<file path="src/rtl/cpu_eu_fetch_seq.sv">
// PC / IR / address unit: req/rdy instruction fetch with timeout, PC source select, memory address mux.
// Optional call/return link stack enabled by defining LINK_STACK_EN.
module cpu_eu_fetch_seq #(
    parameter int DW        = 16,
    parameter int IMM_W     = 8,
    parameter int RST_PC    = 0,
    parameter int INC       = 1,
    parameter int TIMEOUT   = 15,
    parameter int STK_DEPTH = 4
) (
    input  logic          clk,
    input  logic          reset,
    input  logic          ir_ld,
    input  logic          pc_ld,
    input  logic          pc_inc,
    input  logic          pc_sel,
    input  logic          adr_sel,
    input  logic          push,
    input  logic          pop,
    input  logic [DW-1:0] Alu_out,
    input  logic [DW-1:0] Reg_out,
    input  logic [DW-1:0] D_in,
    input  logic          mem_rdy,
    output logic          mem_req,
    output logic [DW-1:0] addr,
    output logic [DW-1:0] PC,
    output logic [DW-1:0] IR_out,
    output logic          busy,
    output logic          fetch_err,
    output logic          stk_empty,
    output logic          stk_full,
    output logic          stk_err
);

    // state   | meaning
    // S_IDLE  | PC/stack updates accepted, addr follows adr_sel
    // S_FETCH | mem_req held, addr = PC, waiting for mem_rdy or timeout
    typedef enum logic {S_IDLE, S_FETCH} state_t;

    localparam int CW = (TIMEOUT > 0) ? $clog2(TIMEOUT + 1) : 1;

    state_t        state_q, state_d;
    logic [DW-1:0] pc_q, pc_d;
    logic [DW-1:0] ir_q, ir_d;
    logic [CW-1:0] cnt_q, cnt_d;
    logic          ferr_q, ferr_d;
    logic [DW-1:0] br_off;
    logic [DW-1:0] stk_top;
    logic          pop_pc;
    logic          idle;

    assign idle   = (state_q == S_IDLE);
    assign br_off = DW'($signed(ir_q[IMM_W-1:0]));

`ifdef LINK_STACK_EN
    localparam int SPW = $clog2(STK_DEPTH);

    logic [DW-1:0] stk_mem [STK_DEPTH];
    logic [SPW-1:0] stk_wp;
    logic [SPW:0]   stk_cnt;
    logic           stk_err_q;
    logic           do_push, do_pop, err_d;

    assign stk_empty = (stk_cnt == '0);
    assign stk_full  = (stk_cnt == (SPW+1)'(STK_DEPTH));
    assign stk_err   = stk_err_q;
    assign stk_top   = stk_mem[stk_wp - 1'b1];

    // A pop loses to pc_ld for the PC, so it leaves the stack untouched too.
    assign do_push = idle & push & ~pop;
    assign do_pop  = idle & pop & ~push & ~pc_ld & ~stk_empty;
    assign err_d   = idle & pop & (push | stk_empty);
    assign pop_pc  = do_pop;

    always_ff @(posedge clk) begin
        if (reset) begin
            stk_wp    <= '0;
            stk_cnt   <= '0;
            stk_err_q <= 1'b0;
        end else begin
            stk_err_q <= err_d;
            if (do_push) begin
                stk_wp <= stk_wp + 1'b1;
                if (!stk_full) stk_cnt <= stk_cnt + 1'b1;
            end else if (do_pop) begin
                stk_wp  <= stk_wp - 1'b1;
                stk_cnt <= stk_cnt - 1'b1;
            end
        end
    end

    // Circular write: when full, the slot at the write pointer holds the oldest entry.
    always_ff @(posedge clk) begin
        if (do_push) stk_mem[stk_wp] <= pc_q;
    end
`else
    logic unused_stk;

    assign stk_empty  = 1'b1;
    assign stk_full   = 1'b0;
    assign stk_err    = 1'b0;
    assign stk_top    = '0;
    assign pop_pc     = 1'b0;
    assign unused_stk = &{1'b0, push, pop, 1'(STK_DEPTH)};
`endif

    always_comb begin
        state_d = state_q;
        pc_d    = pc_q;
        ir_d    = ir_q;
        cnt_d   = cnt_q;
        ferr_d  = 1'b0;
        mem_req = 1'b0;
        busy    = 1'b0;
        addr    = adr_sel ? Reg_out : pc_q;
        case (state_q)
            S_IDLE: begin
                if (ir_ld) begin
                    state_d = S_FETCH;
                    cnt_d   = CW'(TIMEOUT);
                end
                if (pc_ld)       pc_d = pc_sel ? Alu_out : pc_q + br_off;
                else if (pop_pc) pc_d = stk_top;
                else if (pc_inc) pc_d = pc_q + DW'(INC);
            end
            S_FETCH: begin
                mem_req = 1'b1;
                busy    = 1'b1;
                addr    = pc_q;
                if (mem_rdy) begin
                    ir_d    = D_in;
                    pc_d    = pc_q + DW'(INC);
                    state_d = S_IDLE;
                end else if (TIMEOUT != 0) begin
                    if (cnt_q == '0) begin
                        state_d = S_IDLE;
                        ferr_d  = 1'b1;
                    end else begin
                        cnt_d = cnt_q - 1'b1;
                    end
                end
            end
            default: state_d = S_IDLE;
        endcase
    end

    always_ff @(posedge clk) begin
        if (reset) begin
            state_q <= S_IDLE;
            pc_q    <= DW'(RST_PC);
            ir_q    <= '0;
            cnt_q   <= '0;
            ferr_q  <= 1'b0;
        end else begin
            state_q <= state_d;
            pc_q    <= pc_d;
            ir_q    <= ir_d;
            cnt_q   <= cnt_d;
            ferr_q  <= ferr_d;
        end
    end

    assign PC        = pc_q;
    assign IR_out    = ir_q;
    assign fetch_err = ferr_q;

endmodule

</file>
<file path="config.mk">
export PLATFORM = sky130hd
export DESIGN_NAME = cpu_eu_fetch_seq
export DESIGN_NICKNAME = d
export VERILOG_FILES = /design/src/rtl/cpu_eu_fetch_seq.sv
export SDC_FILE = /design/constraint.sdc
export NUM_CORES = 1
export LEC_CHECK = 0
export ABC_AREA = 1
export CELL_PAD_IN_SITES_DETAIL_PLACEMENT = 1
export CELL_PAD_IN_SITES_GLOBAL_PLACEMENT = 1
export CORE_MARGIN = 1.5
export CORE_UTILIZATION = 33
export DETAILED_ROUTE_END_ITERATION = 10
export PLACE_DENSITY_LB_ADDON = 0.1
export SKIP_LAST_GASP = 1
export SLEW_MARGIN = 20
export SYNTH_ARGS = -nofsm -noshare
export SYNTH_HDL_FRONTEND = slang
export SYNTH_SLANG_ARGS = --single-unit
</file>
<file path="constraint.sdc">
create_clock -name clk -period 4.5 [get_ports clk]
set_input_delay 1.125 -clock clk [delete_from_list [all_inputs] [get_ports clk]]
set_output_delay 1.125 -clock clk [all_outputs]
set_load 0.02 [all_outputs]
</file>
# Word-level counts from Yosys, hierarchy flattened
# Index checks and enable logic that the tools add are counted.
# classes
bitwise,1
add_sub_neg,3
n_eq_ne,5
n_reduce_logical,5
n_mux,17
# ops
cell,count
16-bit two-way mux,6
16-bit one-hot mux with 2 select lines,1
16-bit by 1-bit adder with 16-bit output (second input constant),1
16-bit adder,1
4-bit two-way mux,3
2-bit inequality test (second input constant),4
4-bit one-hot mux with 2 select lines,1
1-bit two-way mux,5
4-bit logical NOT,1
2-bit AND reduction,2
4-bit by 1-bit subtractor with 4-bit output (second input constant),1
3-bit inequality test (second input constant),1
3-bit AND reduction,1
3-bit OR reduction,1
1-bit one-hot mux with 2 select lines,1
1-bit inverter,1
# totals
elab_cells,36
out_inout_bits,54
ff_bits,38

# Depth between registers and ports, before layout
# Gate-level depths: netlist of run 1.
# logic_depth
ltp_word,4
mapped_depth,13

# Least setup slack after synthesis of run 1
# No wires, ideal clock.
# synth_path
path_type,input port to output port
from,input port adr_sel
to,output port addr[10]
t_arrival_ns,1.950
stages,4
path_buffers,1
slack_ns,1.425
path_cell_list,nand2_1 -> buf_2 -> nor2_1 -> a21oi_1
# synth_between
elab_chain_cells,2
# synth_lines
item,line_no,text
start: declaration,17,"input logic adr_sel,"
16-bit two-way mux,115,addr = adr_sel ? Reg_out : pc_q;
16-bit two-way mux,116,case (state_q)
end: declaration,25,"output logic [DW-1:0] addr,"
# Every way passes these cells.

# Worst setup path after layout of run 1
# layout_path
from,input port adr_sel
to,output port addr[2]
# The elaborated chain is that of the path after synthesis.

==> metrics.txt, run 1 <==
share of layout cells above drive strength 1=under 10%; Port Buffers=106; Initial DRT Pass Iterations=4; H-tree levels=2; Hold Crit Class=reg -> reg; worst-path fanout max=28; fin crit period=between 3 and 4 ns; EDFF count, synth=0; clk_lat worst skew=around 0.30 ns; Critical Path Sink Type=output pin; fin nets=between 600 and 700; total detailed-routing wirelength=roughly 11,000 um; Hold Path Sink=IR_out[12]; Worst Max-Slew Pin Slew=approximately 0.65 ns; Core Box Area=around 9300 sq um; #FFs+latches synth=38; Rows=35; Synth area leader=dfxtp_1; R2R setup slack=roughly 2.4 ns; clk sinks=38; CTS tree=done; Final Hold Fails=0; status=finished, final reports clean; via count=3,709; Die X=101 um; VDD IR max=between 0.1 and 0.15 mV; Hold Path Depth=2; fin crit share=86.7%; Crit path arrival time=approximately 2.8 ns; n_diodes=0; WS Path Type=in -> out; leakage=between 1.5 and 2 nW; slew margin rel.=between 50% and 60%; RSZ-0062 raised after global routing=no; worst r2r dst=PC[14]; Hold-fix buffers, CTS=0; DR DRC count=0; total grt overflow=0; Ports=around 110; Crit Reg-Reg Startpoint=PC[0]; sequential fraction of the synthesis area=23.9%; FMAX=approximately 260 MHz; yosys warns=0; Final Max Slew Viols=0; path depth of the worst reg2reg path=13; Initial Utilization=between 30% and 40%; setup TNS=0 ns; largest net degree at the start of global routing=29; ranking of synthesized cells by area=dfxtp_1, nand2_1, nor2_1, a21oi_1, inv_1; DP Cell Count=740; Post-Syn Area=around 3200 sq um; clk root buf=clkbuf_8; RePlAce Congestion=between 0.8 and 0.9; hold_sp=IR_out[12]; wire per inst=~14 um; Syn-to-layout area delta=40.5%; Synth Flop Type=dfxtp_1; Crit. Startpoint=adr_sel; Routed Antenna Nets=0; initial antenna violation count=0; # setup viols final=0; postcts setup bufs=0; top cells by count, synth=nand2_1, nor2_1, inv_1; total die area=between 10,000 and 15,000 sq um; fin cells=748; ys async rst share=0%; Die Ht=101 um; total power per unit cell area=approximately 270 nW/um^2; synth unique cells=43; max cap viols=0; Post-Syn Instances=roughly 520; Total GRT Usage=between 20% and 30%; first-pass GRT wire length=17,800 um; CTS Buf Count=5; post-synth top area share=23.9%; Mean Syn Cell Area=a little over 6 sq um; vias in the first global route=~3,800; hpwl dp=just under 9000 um; worst path required time=about 3.4 ns; Post-CTS Resized=0; Worst setup SP type=input pin; via/cell ratio=4.96; clk slew on worst S/H paths=0.08 ns; most common cell in the netlist=nand2_1; Setup Skew=~0.015 ns; Iter 0 DRT Violations=73; CTS Buffer Depth=2
==> cells by family after synthesis <==
kind of cell,synth area share (%)
AO/OA/AOI/OAI,17.3
XOR/XNOR,1.65
adder cells (fa/ha/maj),7.31
buffers and inverters,10.8
flip-flops,23.9
multiplexers,1.41
other,0.236
AND/OR/NAND/NOR,37.3
==> cells in the final DEF (no fill, tap or decap), types with 6 or more instances in the layout <==
cell type        synthesis  routed
inv_1                   63      63
nor2_1                  67      67
nand2_1                123     123
nand3_1                 32      32
o21ai_0                 36      36
clkdlybuf4s50_1          0     106
ha_1                    17      17
o21ai_1                  6       6
nor3_1                   8       8
clkbuf_8                 0       6
dfxtp_1                 38      38
a21oi_1                 48      48
==> area by class of cell <==
| class | count | area (sq um) |
|---|---|---|
| tap | 129 | 161 |
| inverter | 67 | 251 |
| sequential | 38 | 761 |
| clock buffer | 6 | 82.6 |
| clock inverter | 2 | 60.1 |
| multi-input combinational | 398 | 2080 |
| fill | 1255 | 4810 |
| timing repair buffer | 108 | 1080 |
==> per-stage QoR <==
stage	setup slack (ns)	hold WS, ns	util, %	instance area [sq um]	total power [W]
after CTS	0.588	0.496	48.2	4470	0.00124
after global placement	0.628	0.461	46.7	4330	0.000853
after global routing	0.538	0.524	48.2	4470	0.00130
after floorplan	1.43	0.467	-	3190	0.000667
final	0.597	0.495	48.2	4470	0.00123
after detailed placement	0.587	0.478	46.7	4330	0.000866
==> worst max-delay path, cell delays in order <==
cell and delay, ns:
clkdlybuf4s50_1 0.40, nand2_1 0.07, buf_4 0.27, mux2_2 0.37
clkdlybuf4s50_1 0.55
==> how the worst max path moves through the flow <==
stage | endpoint
after global routing | addr[2]
after CTS | addr[2]
final | addr[2]
after floorplan | addr[10]
after detailed placement | addr[2]
after global placement | addr[0]
==> flip-flops by register name (all words and copies together) (netlist names) <==
name and cells:
cnt_q 4, IR_out 16, fetch_err 1, state_q 1, PC 16
==> report_power, final <==
part / total [W] / switching [W] / leakage [nW] / internal (W)
clock: 0.000374 / 0.000138 / 0.0714 / 0.000237
combinational: 0.000445 / 0.000242 / 1.61 / 0.000203
sequential: 0.000410 / 0.0000458 / 0.313 / 0.000364
==> per-layer routing <==
layer,part of all wire [%],up-vias,GRT usage [%]
met5,0,-,0
met4,0.95,0,4.81
met3,4.3,7,4.00
met2,52,71,41.1
met1,43,1755,25.2
li1,-,1876,-
Note: power is estimated with default switching activity, not from simulation.
==> inputs of run 2 (changes only) <==
CORE_UTILIZATION = 28   (was 33)
clock period = 3.47 ns   (was 4.5 ns; I/O delays follow)
==> run 2 against run 1 <==
  * Sequential cell count stayed put
  * Worst setup slack worse by 0.43 ns
  * Combinational power grew 31%
  * Sequential share of layout area fell by 0.37 points
  * Cell count is 1.9% higher
  * Clock power up 63%
  * Critical path type unchanged
==> metrics.txt, run 2 (synthesis results as in run 1) <==
path depth of the worst reg2reg path=13; clk slew on worst S/H paths=0.06 ns; RePlAce Congestion=around 0.78; share of layout cells above drive strength 1=under 10%; via/cell ratio=between 4 and 5; Hold Crit Class=reg -> reg; Worst Max-Slew Pin Slew=0.658 ns; Setup Skew=just over 0.007 ns; wire per inst=between 10 and 15 um; CTS Buffer Depth=2; hold_sp=IR_out[8]; vias in the first global route=roughly 3,800; total grt overflow=0; Ports=roughly 110; Initial DRT Pass Iterations=4; R2R setup slack=~1.4 ns; RSZ-0062 raised after global routing=no; worst path required time=between 2 and 3 ns; # setup viols final=0; postcts setup bufs=0; fin nets=697; hpwl dp=around 9000 um; Crit Reg-Reg Startpoint=PC[0]; Final Max Slew Viols=0; Routed Antenna Nets=0; Core Box Area=approximately 11,000 sq um; Hold-fix buffers, CTS=0; Initial Utilization=29.0%; H-tree levels=2; Fillers=1,434; worst r2r dst=PC[14]; n_diodes=0; WS Path Type=in -> out; Crit path arrival time=between 2 and 2.5 ns; clk sinks=38; largest net degree at the start of global routing=29; most frequent cells in the layout=nand2_1, clkdlybuf4s50_1, nor2_1; fin crit share=about 95%; max cap viols=0; Final Hold Fails=0; Fin Hold WS=between 0.4 and 0.5 ns; FMAX=between 300 and 400 MHz; setup TNS=0 ns; Die X=approximately 110 um; Hold Path Depth=2; first-pass GRT wire length=roughly 18,000 um; total power per unit cell area=between 300 and 400 nW/um^2; initial antenna violation count=0; Total GRT Usage=about a fifth; Syn-to-layout area delta=43.7%; DR DRC count=0; leakage=2.03 nW; Post-CTS Resized=0; Iter 0 DRT Violations=136; clk root buf=clkbuf_16; Worst setup SP type=input pin; via count=3,653; total detailed-routing wirelength=approximately 11,000 um; Port Buffers=roughly 110; slew margin rel.=~56%; clk_lat worst skew=just under 0.3 ns; Rows=38; fin crit period=approximately 3.3 ns; Die Ht=110 um; most common cell after layout, fill and taps aside=nand2_1; total die area=between 10,000 and 15,000 sq um; VDD IR max=between 0.2 and 0.25 mV; status=finished, final reports clean; worst-path fanout max=28; Hold Path Sink=IR_out[8]; CTS tree=done; CTS Buf Count=5; Critical Path Sink Type=output pin
## run 2: final cells by class
type                            instances  area, sq um  share of cell area, %
Inverter                               67          251                   5.50
Multi-Input combinational cell        398         2080                   45.5
Timing Repair Buffer                  111         1110                   24.3
Clock buffer                            5          125                   2.74
Sequential cell                        38          761                   16.6
Tap cell                              140          175                   3.83
Clock inverter                          3         68.8                   1.50
## run 2: worst max path at each step
stage,from,cells past startpoint,endpoint,slack (ns)
2_1_floorplan,adr_sel,4,addr[10],0.91
3_3_place_gp,adr_sel,5,addr[0],0.18
3_5_place_dp,adr_sel,5,addr[2],0.17
4_1_cts,adr_sel,5,addr[2],0.17
5_1_grt,adr_sel,5,addr[2],0.13
6_report,adr_sel,5,addr[2],0.17
## run 2: metrics by stage
stage               worst slack, ns  utilization, %  total power, W  cells  instance area [sq um]
floorplan                     0.910               -        0.000865    520                   3190
global placement              0.176            39.9         0.00112    754                   4380
detailed placement            0.170            39.9         0.00113    754                   4380
CTS                           0.170            41.6         0.00175    762                   4570
global route                  0.131            41.6         0.00183    762                   4570
finish                        0.169            41.6         0.00172    762                   4570
## run 2: critical path, stage by stage
cell and delay (ns):
clkdlybuf4s50_1 0.39, nand2_1 0.11, buf_12 0.18, mux2_2 0.35, clkdlybuf4s50_1 0.54
## run 2: layer usage
metal  part of all wire [%]  vias up  global-route usage (%)
li1                       -     1883                       -
met1                     44     1692                    23.5
met2                     51       69                    35.3
met3                    4.0        9                    3.68
met4                   0.98        0                    4.36
met5                      0        -                       0
## run 2: power by group
part / total (W) / switching, W / internal, W / leakage [nW]
Sequential: 0.000532 / 0.0000590 / 0.000473 / 0.313
Clock: 0.000609 / 0.000195 / 0.000413 / 0.0940
Combinational: 0.000584 / 0.000316 / 0.000268 / 1.63
==> inputs of run 3 (changes only) <==
ABC_CLOCK_PERIOD_IN_PS = 3470   (was not set)
CORE_MARGIN = not set   (was 1.5)
PLACE_DENSITY = 0.88   (was not set)
PLACE_DENSITY_LB_ADDON = not set   (was 0.1)
==> run 3 against run 2 <==
  * Combinational power up 0.7%
  * Largest power group is now combinational cells
  * Clock skew down 0.0038 ns
  * Hold slack better by 0.00090 ns
  * Sequential power about the same
  * Critical path type unchanged
  * Clock power fell by 12%
  * Critical endpoint is now addr[0]
  * Fmax fell by 0.12%
  * Critical path depth did not move
==> metrics.txt, run 3 (synthesis results as in run 1) <==
H-tree levels=2; Die Ht=around 110 um; CTS tree=done; slew margin rel.=between 50% and 60%; metal1 wirelength=slightly below 5000 um; worst path required time=approximately 2.6 ns; Final Hold Fails=0; Die X=between 100 and 150 um; total power per unit cell area=365 nW/um^2; area used by multi-input combinational logic=2080 sq um; worst r2r dst=PC[13]; Psw=a little under 0.0006 W; most frequent cells in the layout=nand2_1, clkdlybuf4s50_1, nor2_1; Total GRT Usage=20.2%; postcts setup bufs=0; path depth of the worst reg2reg path=12; CTS Buf Count=5; RePlAce Congestion=~0.83; total die area=around 12,000 sq um; Hold Path Sink=IR_out[13]; fin crit period=~3.3 ns; Crit-path slowest cell=clkdlybuf4s50_1; initial antenna violation count=0; via count=approximately 3,800; n_diodes=0; Ports=112; Worst setup SP type=input pin; register area=761 sq um; clk slew on worst S/H paths=0.06 ns; setup TNS=0 ns; Final Max Slew Viols=0; hpwl dp=just over 9000 um; Crit Reg-Reg Startpoint=IR_out[7]; Clock power frac=between 30% and 40%; Core Box Area=11,000 sq um; Initial Utilization=approximately 29%; CP Cell Sequence=clkdlybuf4s50_1 -> nand2_1 -> buf_12 -> mux2_2 -> clkdlybuf4s50_1; vias in the first global route=about 4,000; wire per inst=15.2 um; top sig layer=met4; RSZ-0062 raised after global routing=no; most used cell, CP=clkdlybuf4s50_1; first-pass GRT wire length=about 19,000 um; internal power=0.00108 W; most common cell after layout, fill and taps aside=nand2_1; share of layout cells above drive strength 1=under 10%; R2R setup slack=around 1.4 ns; delay-heaviest family, CP=buffers and inverters; VDD IR max=0.186 mV; max cap viols=0; fin nets=between 600 and 700; Hold Path Depth=2; Post-CTS Resized=0; met2 wire len=5840 um; Routed Antenna Nets=0; Sequential Power Share=32.1%; DR DRC count=0; total detailed-routing wirelength=between 10,000 and 15,000 um; clk root buf=clkbuf_16; via/cell ratio=between 5 and 6; largest net degree at the start of global routing=29; DR WL met3=between 700 and 800 um; # setup viols final=0; hold_sp=IR_out[13]; Initial DRT Pass Iterations=4; Iter 0 DRT Violations=118; total grt overflow=0; Fillers=1,438; Port Buffers=between 100 and 150; Worst Max-Slew Pin Slew=around 0.68 ns; Max stage delay on crit path=roughly 0.53 ns; Critical Path Sink Type=output pin; worst-path fanout max=28; status=finished, final reports clean; buffers plus inverters on the worst setup path=3; Sw Ratio=34.9%; Hold Crit Class=reg -> reg; leakage=between 2 and 2.5 nW; Hold-fix buffers, CTS=0; Crit path arrival time=between 2 and 2.5 ns; Setup Skew=approximately 0.0032 ns; clk sinks=38; combinational fraction of design power=around 35%; FMAX=303 MHz; clk_lat worst skew=~0.29 ns; fin crit share=95.2%; Rows=38; Post-Route Utilization=41.4%; Syn-to-layout area delta=42.7%; WS Path Type=in -> out; CTS Buffer Depth=2
==> run 3: cell types whose count changed in the layout (fill, tap and decap cells not counted), sizes merged <==
| cell | previous run | this run |
|---|---|---|
| buf | 5 | 4 |
| clkinvlp | 0 | 2 |
| clkinv | 1 | 0 |
| bufinv | 2 | 1 |
==> run 3: per-stage QoR <==
| step | setup slack, ns | instances | hold WS [ns] | power (W) | cell area (sq um) |
|---|---|---|---|---|---|
| 2_1_floorplan | 0.910 | 520 | 0.467 | 0.000865 | 3190 |
| 3_3_place_gp | 0.188 | 753 | 0.465 | 0.00111 | 4370 |
| 3_5_place_dp | 0.150 | 753 | 0.479 | 0.00113 | 4370 |
| 4_1_cts | 0.150 | 761 | 0.494 | 0.00168 | 4540 |
| 5_1_grt | 0.115 | 761 | 0.525 | 0.00175 | 4540 |
| 6_report | 0.165 | 761 | 0.487 | 0.00166 | 4540 |
==> run 3: area by class of cell <==
class | instances | area share [%]
Clock buffer | 5 | 2.75
Clock inverter | 3 | 0.991
Inverter | 67 | 5.54
Multi-Input combinational cell | 398 | 45.8
Sequential cell | 38 | 16.7
Tap cell | 140 | 3.86
Timing Repair Buffer | 110 | 24.3
==> run 3: power groups by stage <==
stage / clock network (W) / logic, W / registers [W]
4_1_cts: 0.000551 / 0.000593 / 0.000533
6_report: 0.000538 / 0.000588 / 0.000533
2_1_floorplan: 0 / 0.000305 / 0.000560
3_5_place_dp: 0 / 0.000588 / 0.000543
3_3_place_gp: 0 / 0.000565 / 0.000540
5_1_grt: 0.000566 / 0.000648 / 0.000538
==> run 3: worst max path at each step <==
stage	startpoint	endpoint	slack, ns	cells after the start
final	adr_sel	addr[0]	0.17	5
after global routing	adr_sel	addr[2]	0.12	5
after floorplan	adr_sel	addr[10]	0.91	4
after global placement	adr_sel	addr[7]	0.19	5
after CTS	adr_sel	addr[0]	0.15	5
after detailed placement	adr_sel	addr[0]	0.15	5
==> run 3: worst register-to-register path, stage by stage (launching register included) <==
cell and delay [ns]:
dfxtp_1 0.63, ha_1 0.39, nand2_1 0.19, inv_1 0.07, nand2_1 0.07, nand2_1 0.05, a21oi_1 0.16, nand2_1 0.08
nand2_1 0.06, nand3_1 0.09, nand2_1 0.10, nand2_1 0.05, a21oi_1 0.10
==> run 3: metal layers <==
metal  GRT usage, %  vias up
li1               -     1877
met1           23.7     1828
met2           36.4      101
met3           5.26       13
met4           4.54        0
met5              0        -
